<file path="src/rtl/button_pkg.sv">
// button_pkg: shared FSM state encodings and counter widths for button_event
`timescale 1ns/100ps
package button_pkg;
    typedef enum logic [1:0] {
        IDLE      = 2'd0,
        PRESSED   = 2'd1,
        LONG_HELD = 2'd2
    } state_t;
    localparam int HOLD_W  = 24;
    localparam int COUNT_W = 8;
endpackage

</file>
<file path="src/rtl/button_event_edge_detect.sv">
// edge_detect: keeps a registered copy of d and flags its rising/falling edges
//   CLK   - clock, rising edge
//   RST_N - asynchronous active-low reset (clears the stored copy)
//   d     - synchronous level input
//   rise  - d=1 while the stored previous sample is 0
//   fall  - d=0 while the stored previous sample is 1
`timescale 1ns/100ps
module edge_detect (
    input  logic CLK,
    input  logic RST_N,
    input  logic d,
    output logic rise,
    output logic fall
);
    logic pb_q;
    always_ff @(posedge CLK or negedge RST_N)
        if (!RST_N) pb_q <= 1'b0;
        else        pb_q <= d;
    // Strobes compare the current sample against the registered copy so the
    // FSM can act on the very edge that samples the transition.
    assign rise = d & ~pb_q;
    assign fall = ~d & pb_q;
endmodule

</file>
<file path="src/rtl/button_event.sv">
// button_event: turns a debounced button level into press/release/long/repeat events
//   CLK          - clock, all state on the rising edge
//   RST_N        - asynchronous active-low reset
//   PB_debounced - debounced button level, 1 = pressed
//   PRESS        - one-cycle pulse after a press edge
//   RELEASE      - one-cycle pulse after a release edge
//   LONG         - one-cycle pulse when a press reaches LONG_CYCLES samples
//   REPEAT       - one-cycle pulse every REPEAT_CYCLES samples after LONG
//   HELD         - level, 1 while pressed or long-held
//   COUNT        - running count of PRESS and REPEAT pulses, wraps at 256
`timescale 1ns/100ps
module button_event
    import button_pkg::*;
#(
    parameter int unsigned LONG_CYCLES   = 1000,
    parameter int unsigned REPEAT_CYCLES = 250
) (
    input  logic               CLK,
    input  logic               RST_N,
    input  logic               PB_debounced,
    output logic               PRESS,
    output logic               RELEASE,
    output logic               LONG,
    output logic               REPEAT,
    output logic               HELD,
    output logic [COUNT_W-1:0] COUNT
);
    localparam logic [HOLD_W-1:0] LONG_M1   = HOLD_W'(LONG_CYCLES - 1);
    localparam logic [HOLD_W-1:0] REPEAT_M1 = HOLD_W'(REPEAT_CYCLES - 1);

    state_t            state;
    logic [HOLD_W-1:0] hold;
    logic              rise;
    logic              fall;

    edge_detect u_edge (
        .CLK  (CLK),
        .RST_N(RST_N),
        .d    (PB_debounced),
        .rise (rise),
        .fall (fall)
    );

    // While PRESSED or LONG_HELD the registered copy is always 1, so fall is
    // exactly "PB_debounced low"; checking it first makes release win over
    // a coinciding LONG or REPEAT threshold.
    always_ff @(posedge CLK or negedge RST_N)
        if (!RST_N) begin
            state   <= IDLE;
            hold    <= '0;
            PRESS   <= 1'b0;
            RELEASE <= 1'b0;
            LONG    <= 1'b0;
            REPEAT  <= 1'b0;
            HELD    <= 1'b0;
            COUNT   <= '0;
        end else begin
            PRESS   <= 1'b0;
            RELEASE <= 1'b0;
            LONG    <= 1'b0;
            REPEAT  <= 1'b0;
            case (state)
                IDLE:
                    if (rise) begin
                        state <= PRESSED;
                        hold  <= HOLD_W'(1);
                        PRESS <= 1'b1;
                        HELD  <= 1'b1;
                        COUNT <= COUNT + COUNT_W'(1);
                    end
                PRESSED:
                    if (fall) begin
                        state   <= IDLE;
                        hold    <= '0;
                        RELEASE <= 1'b1;
                        HELD    <= 1'b0;
                    end else if (hold == LONG_M1) begin
                        state <= LONG_HELD;
                        hold  <= '0;
                        LONG  <= 1'b1;
                    end else begin
                        hold <= hold + HOLD_W'(1);
                    end
                LONG_HELD:
                    if (fall) begin
                        state   <= IDLE;
                        hold    <= '0;
                        RELEASE <= 1'b1;
                        HELD    <= 1'b0;
                    end else if (hold == REPEAT_M1) begin
                        hold   <= '0;
                        REPEAT <= 1'b1;
                        COUNT  <= COUNT + COUNT_W'(1);
                    end else begin
                        hold <= hold + HOLD_W'(1);
                    end
                default: begin
                    state <= IDLE;
                    hold  <= '0;
                    HELD  <= 1'b0;
                end
            endcase
        end
endmodule

</file>
<file path="config.mk">
export PLATFORM = sky130hd
export DESIGN_NAME = button_event
export DESIGN_NICKNAME = d
export VERILOG_FILES = /design/src/rtl/button_pkg.sv /design/src/rtl/button_event_edge_detect.sv /design/src/rtl/button_event.sv
export SDC_FILE = /design/constraint.sdc
export NUM_CORES = 1
export LEC_CHECK = 0
export CAP_MARGIN = 5
export CORE_MARGIN = 3
export CORE_UTILIZATION = 45
export CTS_CLUSTER_DIAMETER = 200
export DETAILED_ROUTE_END_ITERATION = 8
export PLACE_DENSITY = 0.73
export SYNTH_ARGS = -nofsm -noshare
export SYNTH_HDL_FRONTEND = slang
export SYNTH_SLANG_ARGS = --single-unit
</file>
<file path="constraint.sdc">
create_clock -name CLK -period 2 [get_ports CLK]
set_clock_uncertainty 0.05 [all_clocks]
set_input_delay 0.2 -clock CLK [delete_from_list [all_inputs] [get_ports CLK]]
set_output_delay 0.2 -clock CLK [all_outputs]
set_load 0.02 [all_outputs]
</file>
After elaboration in Yosys (flattened, before gate mapping):

Cells that the tools add are included.

* $add $sub $neg: 2
* equal/unequal tests: 10
* muxes and demuxes: 28
* bitwise logic cells: 4
* reduce and logical (&&, ||, !) cells: 6

Operator list (number)
* $mux 24: 5
* $pmux 24 s3: 1
* $add 24x1->24 const B: 1
* $eq 24x10->1 const B: 1
* $eq 24x8->1 const B: 1
* $mux 8: 3
* $pmux 8 s2: 1
* $mux 1: 12
* $add 8x1->8 const B: 1
* $mux 2: 4
* $ne 2x2->1 const B: 4
* $pmux 2 s3: 1
* $reduce_and 4->1: 1
* $ne 3x3->1 const B: 1
* $reduce_and 3->1: 1
* $and 1x1->1: 2
* $eq 2x1->1 const B: 1
* $eq 2x2->1 const B: 1
* $logic_not 2->1: 1
* $ne 2x1->1 const B: 1
* $not 1->1: 2
* $pmux 1 s2: 1
* $reduce_and 2->1: 1
* $reduce_bool 2->1: 1
* $reduce_or 2->1: 1

* bits in registers: 40
* input bits: 3
* output and inout port bits: 13
* logic and storage cells: 59

Logic depth before layout (Yosys ltp):

Gate-level depths: netlist of the first run.

* depth after elaboration: 4
* depth in mapped cells: 8

Hierarchy:

Synthesis of the first run repeated with hierarchy kept, for this count alone.

* cell total of the unflattened synthesis: 231
* area total of the unflattened synthesis: 2238.4 um2

By module, submodules not included
* button_event: instances 1, cells an instance 228, area each 2198.4 um2, seq. area each 975.9 um2
* edge_detect: instances 1, cells an instance 3, area each 40.0 um2, seq. area each 25.0 um2

Least setup slack after synthesis of the first run:

No wires, ideal clock.

* path kind: reg-to-reg
* from: register hold[13]
* to: register COUNT[1]
* library setup time: 125 ps
* data arrival time: 1901 ps
* data required time: 1825 ps
* path slack: -76 ps
* stages on the path, launching flop included: 6
* buffers on the path: 0
* period minus slack after synthesis: 2076 ps
* cell sequence: dfrtp_1 -> or4_4 -> and4bb_2 -> a41o_2 -> nand2_2 -> mux2_4

* longest elaborated chain between the ends: 3

Ends and longest elaborated chain
* start, declared: line button_event.sv:32 `logic [HOLD_W-1:0] hold;`
* start signal, assigned: line button_event.sv:82 `hold <= hold + HOLD_W'(1);`
* start signal, assigned: line button_event.sv:95 `hold <= hold + HOLD_W'(1);`
* $eq 24x8->1: line button_event.sv:90 `end else if (hold == REPEAT_M1) begin`
* $ne 2x2->1 (no source line)
* $reduce_and 4->1 (no source line)
* end signal, assigned: line button_event.sv:69 `COUNT <= COUNT + COUNT_W'(1);`
* end signal, assigned: line button_event.sv:93 `COUNT <= COUNT + COUNT_W'(1);`
* end, declared: line button_event.sv:26 `output logic [COUNT_W-1:0] COUNT`

No other way between the ends.
A chain may end at the register's enable or synchronous reset.

Final worst setup path of the first run:

* from: register hold[16]
* to: register hold[21]

* longest elaborated chain between the ends: 4
* elaborated cells on any way between the ends: 8
* classes of those cells: 1 x add/sub; 2 x eq/ne; 5 x mux

Ends and longest elaborated chain
* $add 24x1->24 (tied with other cells): line button_event.sv:82, button_event.sv:95
* $mux 24 (on tied branches): line button_event.sv:90, button_event.sv:77
* $mux 24 (on tied branches): line button_event.sv:85, button_event.sv:72
* $pmux 24 s3 (*): line button_event.sv:62 `case (state)`

Mark *: on every way between the ends. The rest lies on a longest branch, timed or not.

==> summary.md, run 1 <==
| Metric | Value |
|---|---|
| Cell with the most instances after synthesis | dfrtp_1 |
| Crit path launch type | flop |
| CTS Sinks | 40 |
| Final WL | 6.16 mm |
| Post-DP HPWL | 4.02 mm |
| Total global routing overflow | 0 |
| DR DRC count | 0 |
| Overall Global Routing Usage | 21.9% |
| Peak Freq | 468 MHz |
| Count of flip-flops with a built-in enable after synthesis | 0 |
| Drt pass-1 iters | 4 |
| Core area | 0.00479 mm^2 |
| Iteration-0 DRC Markers | 98 |
| Power per cell area | 872 mW/mm^2 |
| Site Rows | 25 |
| CTS Buf Count | 5 |
| Vias per cell | 5.72 |
| Root Driver | clkbuf_8 |
| Yosys top cell area share | 44.3% |
| Clk network pwr share | 18.3% |
| Syn_area_per_cell | 9.73 um^2 |
| Largest cells by area after synthesis | dfrtp_1, xnor2_1, a21oi_1 |
| Die Span Y | 76.8 um |
| Total negative slack | -2.08 ns |
| P_sw | 0.00108 W |
| R2R Path End | hold[21] |
| Initial Util | 47.2% |
| Crit end category | flop |
| Sw frac | 38.4% |
| Worst reg2reg path depth | 6 |
| Layout area overhead | 43.0% |
| Sequential area share after synthesis | 44.3% |
| VDD IR max | 0.790 mV |
| Worst Max-Slew Pin Slew | 0.384 ns |
| Die area | 0.00590 mm^2 |
| H-tree depth | 2 |
| Worst-path clk slew | 0.08 ns |
| Internal power | 0.00173 W |
| Synth area leader | dfrtp_1 |
| Vias post-DR | 2,071 |
| Placed inst area | 0.00286 mm^2 |
| Final Max Slew Viols | 0 |
| Critical path arrival | 2.25 ns |
| Final Worst Setup Slack | -0.137 ns |
| Vias in the first global route | 2,090 |
| Final net count | 305 |
| Number of nets with antenna violations after routing | 0 |
| Asr flop ratio synth | 100% |
| Sequential Power Share | 37.0% |
| Fin crit share | 107% |
| PortBufs | 15 |
| Reg2Reg Launch Point | hold[16] |
| Largest net degree at the start of global routing | 41 |
| Syn Nets | 242 |
| # diodes | 0 |
| Warnings from Yosys | 0 |
| Mapped Cells | 232 |
| Share of cells above drive strength 1 | 34.9% |
| Width of the die | 76.8 um |
| CTS tree | yes |
| Final setup vio count | 28 |
| Flop and latch count out of synthesis | 40 |
| Clk_lat worst skew | 0.30 ns |
| First-pass GRT wire length | 10.3 mm |
| Share of total power in combinational logic | 44.7% |
| Max Fanout on Critical Path | 7 |
| Synth cell types | 47 |
| Netlist Area Pre-Place | 0.00226 mm^2 |
| RSZ-0062 raised after global routing | yes |
| Routability cong. | 0.816 |
| Synth Flop Type | dfrtp_1 |
| Hold crit path type | in -> async |
| Status | finished with violations |
| P_leak | 1.33 nW |
| Maxcap violations | 0 |
| Hold Violations, Final | 0 |
| WP data required | 2.11 ns |
| Hold Slack | 0.353 ns |
| Failing checks | setup timing |
| Design Area, Final | 0.00323 mm^2 |
| Synth top cells by count | dfrtp_1, nand2_1, a21oi_1 |
| Tmin final | 2.14 ns |
| Drt wl/cell | 17.0 um |
| Reg2Reg Setup Slack | -0.14 ns |
| Slew margin rel. | 74.0% |
| Initial antenna violation count | 0 |
| Clk buf depth | 2 |
| Final core utilization | 67.4% |
| Ports | 16 |
| Setup CP Type | reg -> reg |
==> cells by family (layout without fill, tap and decap cells) <==
group                    Yosys count  after routing  share of synthesized area (%)
AND/OR/NAND/NOR                   92             92                           23.2
AO/OA/AOI/OAI                     51             51                           15.9
flip-flops                        40             40                           44.3
buffers and inverters             21             84                           4.21
XOR/XNOR                          20             20                           7.76
adder cells (fa/ha/maj)            7              7                           3.88
multiplexers                       1              1                          0.665
==> flip-flops by register name, summed over array words and instances (netlist names) <==
| signal | flops |
|---|---|
| hold | 24 |
| COUNT | 8 |
| state | 2 |
| HELD | 1 |
| LONG | 1 |
| PRESS | 1 |
| RELEASE | 1 |
| REPEAT | 1 |
| u_edge.pb_q | 1 |
==> metal layers <==
| layer | vias up | GRT usage [%] | wire length [um] |
|---|---|---|---|
| li1 | 980 | - | - |
| met1 | 1030 | 30.8 | 2780 |
| met2 | 49 | 33.9 | 3040 |
| met3 | 12 | 3.99 | 233 |
| met4 | 0 | 7.79 | 106 |
| met5 | - | 0 | 0 |
==> power by group through the flow <==
stage	clock network [W]	registers, W	logic, W
finish	0.000514	0.00104	0.00126
global route	0.000554	0.00106	0.00135
CTS	0.000525	0.00103	0.00112
detailed placement	0	0.00104	0.00105
global placement	0	0.00103	0.00104
floorplan	0	0.00111	0.000504
==> cell usage in the layout, fill, tap and decap left out, types with 3 or more instances in the layout <==
master           count
a21oi_1             15
ha_1                 7
dfrtp_1             40
buf_6                6
buf_12               3
xor2_1               8
xnor2_2              3
inv_1                9
nor3_1               3
or4_4                4
o211ai_1             4
nor2_1               7
o2111ai_2            4
and2_1               3
nor4_2               3
xnor2_1              9
nand2_1             23
nand3_1              9
nand2b_1             4
and4_1               3
clkbuf_8             5
clkdlybuf4s50_1     14
nand4_1             10
and3_1               5
buf_4               43
==> critical path, cell delays in order (launching register included) <==
cell	delay, ns
dfrtp_1	0.39
or4_4	0.57
nor4_4	0.36
a21oi_4	0.15
buf_6	0.17
o2111ai_2	0.19
o311ai_1	0.13
==> metrics by stage <==
| stage | instances | setup slack [ns] | power [W] |
|---|---|---|---|
| 2_1_floorplan | 232 | -0.0298 | 0.00162 |
| 4_1_cts | 361 | -0.117 | 0.00268 |
| 3_3_place_gp | 350 | -0.0531 | 0.00208 |
| 6_report | 362 | -0.137 | 0.00281 |
| 5_1_grt | 362 | -0.219 | 0.00296 |
| 3_5_place_dp | 350 | -0.121 | 0.00209 |
==> what timing repair did <==
| item | 4_1_cts | 5_1_grt |
|---|---|---|
| cloned | 0 | 0 |
| pin swaps | 20 | 12 |
| gates resized for setup | 19 | 30 |
| buffers inserted | 3 | 1 |
| hold buffers | 1 | 0 |
| endpoints found under the hold margin | 40 | 0 |
| setup endpoints to repair | 29 | 34 |
==> worst max-delay path by stage <==
| stage | startpoint | endpoint | slack (ns) | cells after the start |
|---|---|---|---|---|
| finish | hold[16] | hold[21] | -0.14 | 6 |
| global route | hold[17] | hold[21] | -0.22 | 6 |
| CTS | hold[17] | hold[0] | -0.12 | 6 |
| detailed placement | hold[20] | hold[17] | -0.12 | 6 |
| global placement | hold[20] | hold[19] | -0.05 | 6 |
| floorplan | hold[12] | COUNT[1] | -0.03 | 5 |
==> final cells by class <==
class                   count  area [um^2]
multi-input cells         171         1430
fillers                   358         1560
repair buffers             68          606
clock inverters             1         5.00
well taps                  67         83.8
clock buffers               6         72.6
flip-flops and latches     40         1000
inverters                   9         33.8
(Power assumes the default switching activity.)
==> inputs of run 2 (changes only) <==
--- a/config.mk
+++ b/config.mk
@@ -5,12 +5,15 @@
 export SDC_FILE = /design/constraint.sdc
 export NUM_CORES = 1
 export LEC_CHECK = 0
+export ABC_AREA = 1
 export CAP_MARGIN = 5
 export CORE_MARGIN = 3
 export CORE_UTILIZATION = 45
 export CTS_CLUSTER_DIAMETER = 200
 export DETAILED_ROUTE_END_ITERATION = 8
+export MAX_ROUTING_LAYER = met4
 export PLACE_DENSITY = 0.73
+export RECOVER_POWER = 100
 export SYNTH_ARGS = -nofsm -noshare
 export SYNTH_HDL_FRONTEND = slang
 export SYNTH_SLANG_ARGS = --single-unit
==> run 2 against run 1 <==
  * The flow now finishes without violations
  * Synthesized area rose by 5.8%
  * Worst setup slack improved by 0.32 ns
  * Combinational power fell by 6%
  * Fmax rose by 18%
  * Global-route usage fell by 3.0 points
  * Die area rose by 5.4%
  * Via count fell by 1.1%
  * Clock power rose by 40%
  * Utilization fell by 11 points
  * Routed wire length fell by 18%
  * Highest routed layer unchanged
==> summary.md, run 2 <==
| Metric | Value |
|---|---|
| Commonest cells after routing, fill and taps aside | nand2_1, nor2_1, dfrtp_1, inv_1, nand3_1 |
| Register area | 0.00100 mm^2 |
| Overall Global Routing Usage | 18.9% |
| Slowest CP cell | dfrtp_1 |
| Critical path depth | 6 |
| Flop and latch count out of synthesis | 40 |
| Vias per cell | 4.91 |
| Critical path origin | hold[18] |
| Total global routing overflow | 0 |
| H-tree depth | 2 |
| Multi-input logic area | 0.00120 mm^2 |
| Mux cell area share after synthesis | 0% |
| WP data required | 2.13 ns |
| Synth Flop Type | dfrtp_1 |
| Clk buf depth | 2 |
| Worst Max-Slew Pin Slew | 0.969 ns |
| Netlist Area Pre-Place | 0.00239 mm^2 |
| Warnings from Yosys | 0 |
| Asr flop ratio synth | 100% |
| Die Span Y | 78.9 um |
| Cell with the most instances after synthesis | nand2_1 |
| Post-CTS resize count | 0 |
| Synth cell types | 29 |
| Maxcap violations | 0 |
| Biggest regs | hold (24), COUNT (8), state (2) |
| CP max stage delay | 0.45 ns |
| Worst-path clk slew | 0.08 ns |
| PortBufs | 15 |
| Mapped Cells | 323 |
| CTS Sinks | 40 |
| Delay-heaviest family, CP | simple AND/OR/NAND/NOR gates |
| Root Driver | clkbuf_8 |
| R2R Path End | COUNT[3] |
| Worst-path cell chain | nor2_1 > nand2_1 > nor2_1 > nand4_1 > a21boi_2 > o21ai_0 |
| Hold_buf cts | 1 |
| Site Rows | 25 |
| CTS Buf Count | 5 |
| Sequential area share after synthesis | 41.9% |
| DR DRC count | 0 |
| Number of nets with antenna violations after routing | 0 |
| Initial Util | 48.6% |
| Final setup vio count | 0 |
| Critical path arrival | 1.94 ns |
| CP most frequent cell | nor2_1 |
| Core area | 0.00491 mm^2 |
| Final Total Pwr | 0.00295 W |
| CTS tree | yes |
| Final net count | 359 |
| Peak Freq | 552 MHz |
| Synth area leader | dfrtp_1 |
| Reg2Reg Launch Point | hold[18] |
| Post-synthesis adder-cell area fraction | 3.67% |
| Final Worst Setup Slack | 0.187 ns |
| Vias post-DR | 2,048 |
| # diodes | 0 |
| Hold Violations, Final | 0 |
| Syn_area_per_cell | 7.39 um^2 |
| Final Max Slew Viols | 0 |
| Filler Cell Count | 441 |
| Post-Synth XOR/XNOR Area | 5.87% |
| First-pass GRT wire length | 8.97 mm |
| Hold Slack | 0.461 ns |
| Drt pass-1 iters | 5 |
| Initial antenna violation count | 0 |
| Synth Area in Compound Gates | 7.44% |
| Max Fanout on Critical Path | 8 |
| Post-DP HPWL | 3.79 mm |
| Largest net degree at the start of global routing | 41 |
| Drt wl/cell | 12.1 um |
| VDD IR max | 0.592 mV |
| Total negative slack | 0 ns |
| Commonest non-fill, non-tap cell in the layout | nand2_1 |
| Setup CP Type | reg -> reg |
| Syn Nets | 333 |
| Final WL | 5.05 mm |
| Postcts setup bufs | 0 |
| Routability cong. | 0.852 |
| Power per cell area | 1060 mW/mm^2 |
| Slew margin rel. | 35.4% |
| Synth Area in Simple Gates | 33.8% |
| Width of the die | 78.9 um |
| Fin crit share | 90.6% |
| Max reg flops | 24 |
| Crit end category | flop |
| Largest cells by area after synthesis | dfrtp_1, nand2_1, nor2_1 |
| Reg2Reg Setup Slack | 0.19 ns |
| Status | finished, final reports clean |
| Clk_lat worst skew | 0.30 ns |
| Crit path launch type | flop |
| Register with the most flip-flops | hold |
| CP bufs+invs | 0 |
| Hold crit path type | in -> reg |
| Synth top cells by count | nand2_1, nor2_1, dfrtp_1 |
| Dpl ws | 0.183 ns |
| Count of flip-flops with a built-in enable after synthesis | 0 |
| Ports | 16 |
| Tmin final | 1.81 ns |
| Iteration-0 DRC Markers | 172 |
| Yosys top cell area share | 41.9% |
| P_leak | 1.34 nW |
| Largest family of logic cells by synthesized area | simple AND/OR/NAND/NOR gates |
| Die area | 0.00622 mm^2 |
| RSZ-0062 raised after global routing | no |
| Vias in the first global route | 1,913 |
| Worst setup path endpoint | COUNT[3] |
| Worst reg2reg path depth | 6 |
| Layout area overhead | 16.8% |
| Share of cells above drive strength 1 | 8.00% |
==> run 2: changes by cell type after synthesis, moves of 5 or more <==
| cell | previous run | this run |
|---|---|---|
| nor2_1 | 7 | 53 |
| o21ai_0 | 4 | 17 |
| a21oi_1 | 18 | 3 |
| inv_1 | 9 | 39 |
| and3_1 | 6 | 0 |
| o2111ai_1 | 6 | 0 |
| clkbuf_1 | 9 | 0 |
| xnor2_1 | 12 | 4 |
| nand3_1 | 13 | 20 |
| nor4_1 | 5 | 0 |
| nand2_1 | 23 | 84 |
| nor2_2 | 0 | 7 |
==> run 2: layout make-up <==
type | instances | share of cell area (%)
clock inverter | 1 | 1.08
clock buffer | 7 | 3.45
inverter | 41 | 5.52
sequential | 40 | 35.9
tap | 67 | 3.00
multi-input combinational | 239 | 43.1
timing repair buffer | 22 | 7.98
==> run 2: where the power goes <==
group / switching [W] / total (W) / internal [W]
combinational: 0.000727 / 0.00119 / 0.000466
sequential: 0.000107 / 0.00104 / 0.000928
clock: 0.000281 / 0.000721 / 0.000440
total: 0.00112 / 0.00295 / 0.00183
==> run 2: cells by family (layout without fill, tap and decap cells) <==
group                    Yosys count  count (layout)
flip-flops                        40              40
AND/OR/NAND/NOR                  186             186
XOR/XNOR                          16              16
AO/OA/AOI/OAI                     30              30
adder cells (fa/ha/maj)            7               7
buffers and inverters             44              71
==> run 2: per-stage QoR <==
stage                     area (um^2)  std cells  util (%)
after CTS                        2800        417      57.1
after floorplan                  2390        323         -
after global placement           2670        408      54.3
final                            2790        417      56.8
after detailed placement         2670        408      54.3
after global routing             2790        417      56.8
==> run 2: worst min path at each step <==
stage                             from     endpoint  slack [ns]  depth (start not counted)
after floorplan                  RST_N     COUNT[0]       -0.15                          0
after global placement           RST_N     hold[12]        0.24                          2
after CTS                 PB_debounced  u_edge.pb_q        0.34                          1
after detailed placement         RST_N     hold[11]        0.24                          2
after global routing      PB_debounced  u_edge.pb_q        0.48                          1
final                     PB_debounced  u_edge.pb_q        0.46                          1
==> run 2: per-layer routing <==
layer	up-vias	part of all wire, %	global-route usage, %
met5	-	0	-
met4	0	1.3	6.19
met3	6	3.4	3.97
met2	39	47	28.3
met1	935	49	25.8
li1	1068	-	-
==> inputs of run 3 (changes only) <==
--- a/config.mk
+++ b/config.mk
@@ -13,7 +13,7 @@
 export DETAILED_ROUTE_END_ITERATION = 8
 export MAX_ROUTING_LAYER = met4
 export PLACE_DENSITY = 0.73
-export RECOVER_POWER = 100
+export RECOVER_POWER = 25
 export SYNTH_ARGS = -nofsm -noshare
 export SYNTH_HDL_FRONTEND = slang
 export SYNTH_SLANG_ARGS = --single-unit
==> run 3 against run 2 <==
  * Critical path depth rose by 3
  * Hold slack worse by 0.0022 ns
  * Critical endpoint is now hold[12]
  * Highest routed layer unchanged
  * Cell count did not move
  * Design area up 0.36%
  * Clock power hardly changed
  * Global-route usage unchanged
  * First-iteration DRC count increased by 16%
  * Sequential share of layout area shrank 0.13 points
  * Non-clock buffer count stayed put
  * Worst setup slack improved by 0.046 ns
==> summary.md, run 3 (same netlist as run 2, synthesis figures left out) <==
| Metric | Value |
|---|---|
| H-tree depth | 2 |
| Drt wl/cell | 12.2 um |
| Core area | 0.00491 mm^2 |
| Final setup vio count | 0 |
| Biggest regs | hold (24), COUNT (8), state (2) |
| DR top layer | met4 |
| Drt pass-1 iters | 4 |
| P_leak | 1.30 nW |
| Post-DP HPWL | 3.79 mm |
| Root Driver | clkbuf_8 |
| Max Fanout on Critical Path | 14 |
| Die area | 0.00622 mm^2 |
| DR DRC count | 0 |
| Wire length on met3 | 190 um |
| Final Max Slew Viols | 0 |
| # diodes | 0 |
| Final core utilization | 57.0% |
| Hold Slack | 0.459 ns |
| Clk_lat worst skew | 0.30 ns |
| WL met2 | 2.38 mm |
| PortBufs | 15 |
| Initial antenna violation count | 0 |
| First-pass GRT wire length | 8.97 mm |
| Total negative slack | 0 ns |
| Final WL | 5.07 mm |
| Register with the most flip-flops | hold |
| Vias in the first global route | 1,913 |
| Fin crit share | 88.4% |
| Metal1 wirelength | 2.43 mm |
| Peak Freq | 566 MHz |
| Status | finished, final reports clean |
| Vias per cell | 4.93 |
| Register area | 0.00100 mm^2 |
| Final net count | 359 |
| Number of nets with antenna violations after routing | 0 |
| Site Rows | 25 |
| Worst-path clk slew | 0.08 ns |
| Clk buf depth | 2 |
| Ports | 16 |
| VDD IR max | 0.598 mV |
| Slew margin rel. | 35.1% |
| Post-CTS resize count | 0 |
| Power per cell area | 1070 mW/mm^2 |
| RSZ-0062 raised after global routing | no |
| Routability cong. | 0.852 |
| Hold Violations, Final | 0 |
| Commonest cells after routing, fill and taps aside | nand2_1, nor2_1, dfrtp_1, inv_1, nand3_1 |
| Worst Max-Slew Pin Slew | 0.973 ns |
| Commonest non-fill, non-tap cell in the layout | nand2_1 |
| Overall Global Routing Usage | 18.9% |
| Iteration-0 DRC Markers | 200 |
| Crit path launch type | flop |
| Initial Util | 48.6% |
| Vias post-DR | 2,054 |
| Width of the die | 78.9 um |
| Largest net degree at the start of global routing | 41 |
| Hold crit path type | in -> reg |
| CTS Buf Count | 5 |
| Filler Cell Count | 437 |
| CTS tree | yes |
| Tmin final | 1.77 ns |
| CTS Sinks | 40 |
| WP data required | 2.18 ns |
| Setup CP Type | reg -> reg |
| Total global routing overflow | 0 |
| Layout area overhead | 17.2% |
| Critical path arrival | 1.95 ns |
| Maxcap violations | 0 |
| Share of cells above drive strength 1 | 9.14% |
| Multi-input logic area | 0.00121 mm^2 |
| Crit end category | flop |
| Max reg flops | 24 |
| Die Span Y | 78.9 um |
-- run 3: cell count changes in the layout (fill, tap and decap cells not counted), sizes merged --
cell           previous run  this run
clkdlybuf4s50             0        13
dlygate4sd3              15         2
-- run 3: worst max-delay path, cell delays in order, from the launching register on --
cell and delay (ns):
dfrtp_1 0.38, inv_1 0.09, ha_1 0.23, nand2_1 0.17, buf_12 0.16, nand3_1 0.11, nor2_1 0.15, a21oi_1 0.07
or2_0 0.19, nor2_1 0.10
-- run 3: path summary, 6_finish.rpt --
kind | start | endpoint | slack [ns] | cells past startpoint
max reg2reg | state[0] | hold[12] | 0.23 | 9
min reg2reg | HELD | HELD | 0.47 | 2
max in group asynchronous | RST_N | hold[3] | 0.67 | 3
max | state[0] | hold[12] | 0.23 | 9
min | PB_debounced | u_edge.pb_q | 0.46 | 1
min in group asynchronous | RST_N | hold[12] | 0.63 | 3
-- run 3: final cells by class --
cell class	count	share of cell area, %
Multi-Input combinational cell	239	43.3
Sequential cell	40	35.7
Timing Repair Buffer	22	7.95
Inverter	41	5.50
Clock buffer	7	3.44
Tap cell	67	2.99
Clock inverter	1	1.07
-- run 3: what timing repair did --
action | 4_1_cts | 5_1_grt
hold buffers | 1 | 0
setup buffers | 0 | 0
setup endpoints to repair | 0 | 0
hold endpoints to repair | 40 | 0
-- run 3: routing by layer --
metal / GRT usage [%] / up-vias
met5: - / -
met4: 6.19 / 0
met3: 3.97 / 6
met2: 28.3 / 38
met1: 25.8 / 941
li1: - / 1069
-- run 3: power by group --
part	switching [W]	internal, W
Sequential	0.000111	0.000928
Combinational	0.000734	0.000493
Clock	0.000280	0.000440
-- run 3: metrics by stage --
step	instance area (um^2)	setup WS, ns	power, W	std cells
global placement	2670	0.235	0.00226	408
detailed placement	2670	0.183	0.00228	408
finish	2800	0.233	0.00299	417
CTS	2800	0.240	0.00302	417
global route	2800	0.0813	0.00320	417
floorplan	2390	0.333	0.00181	323
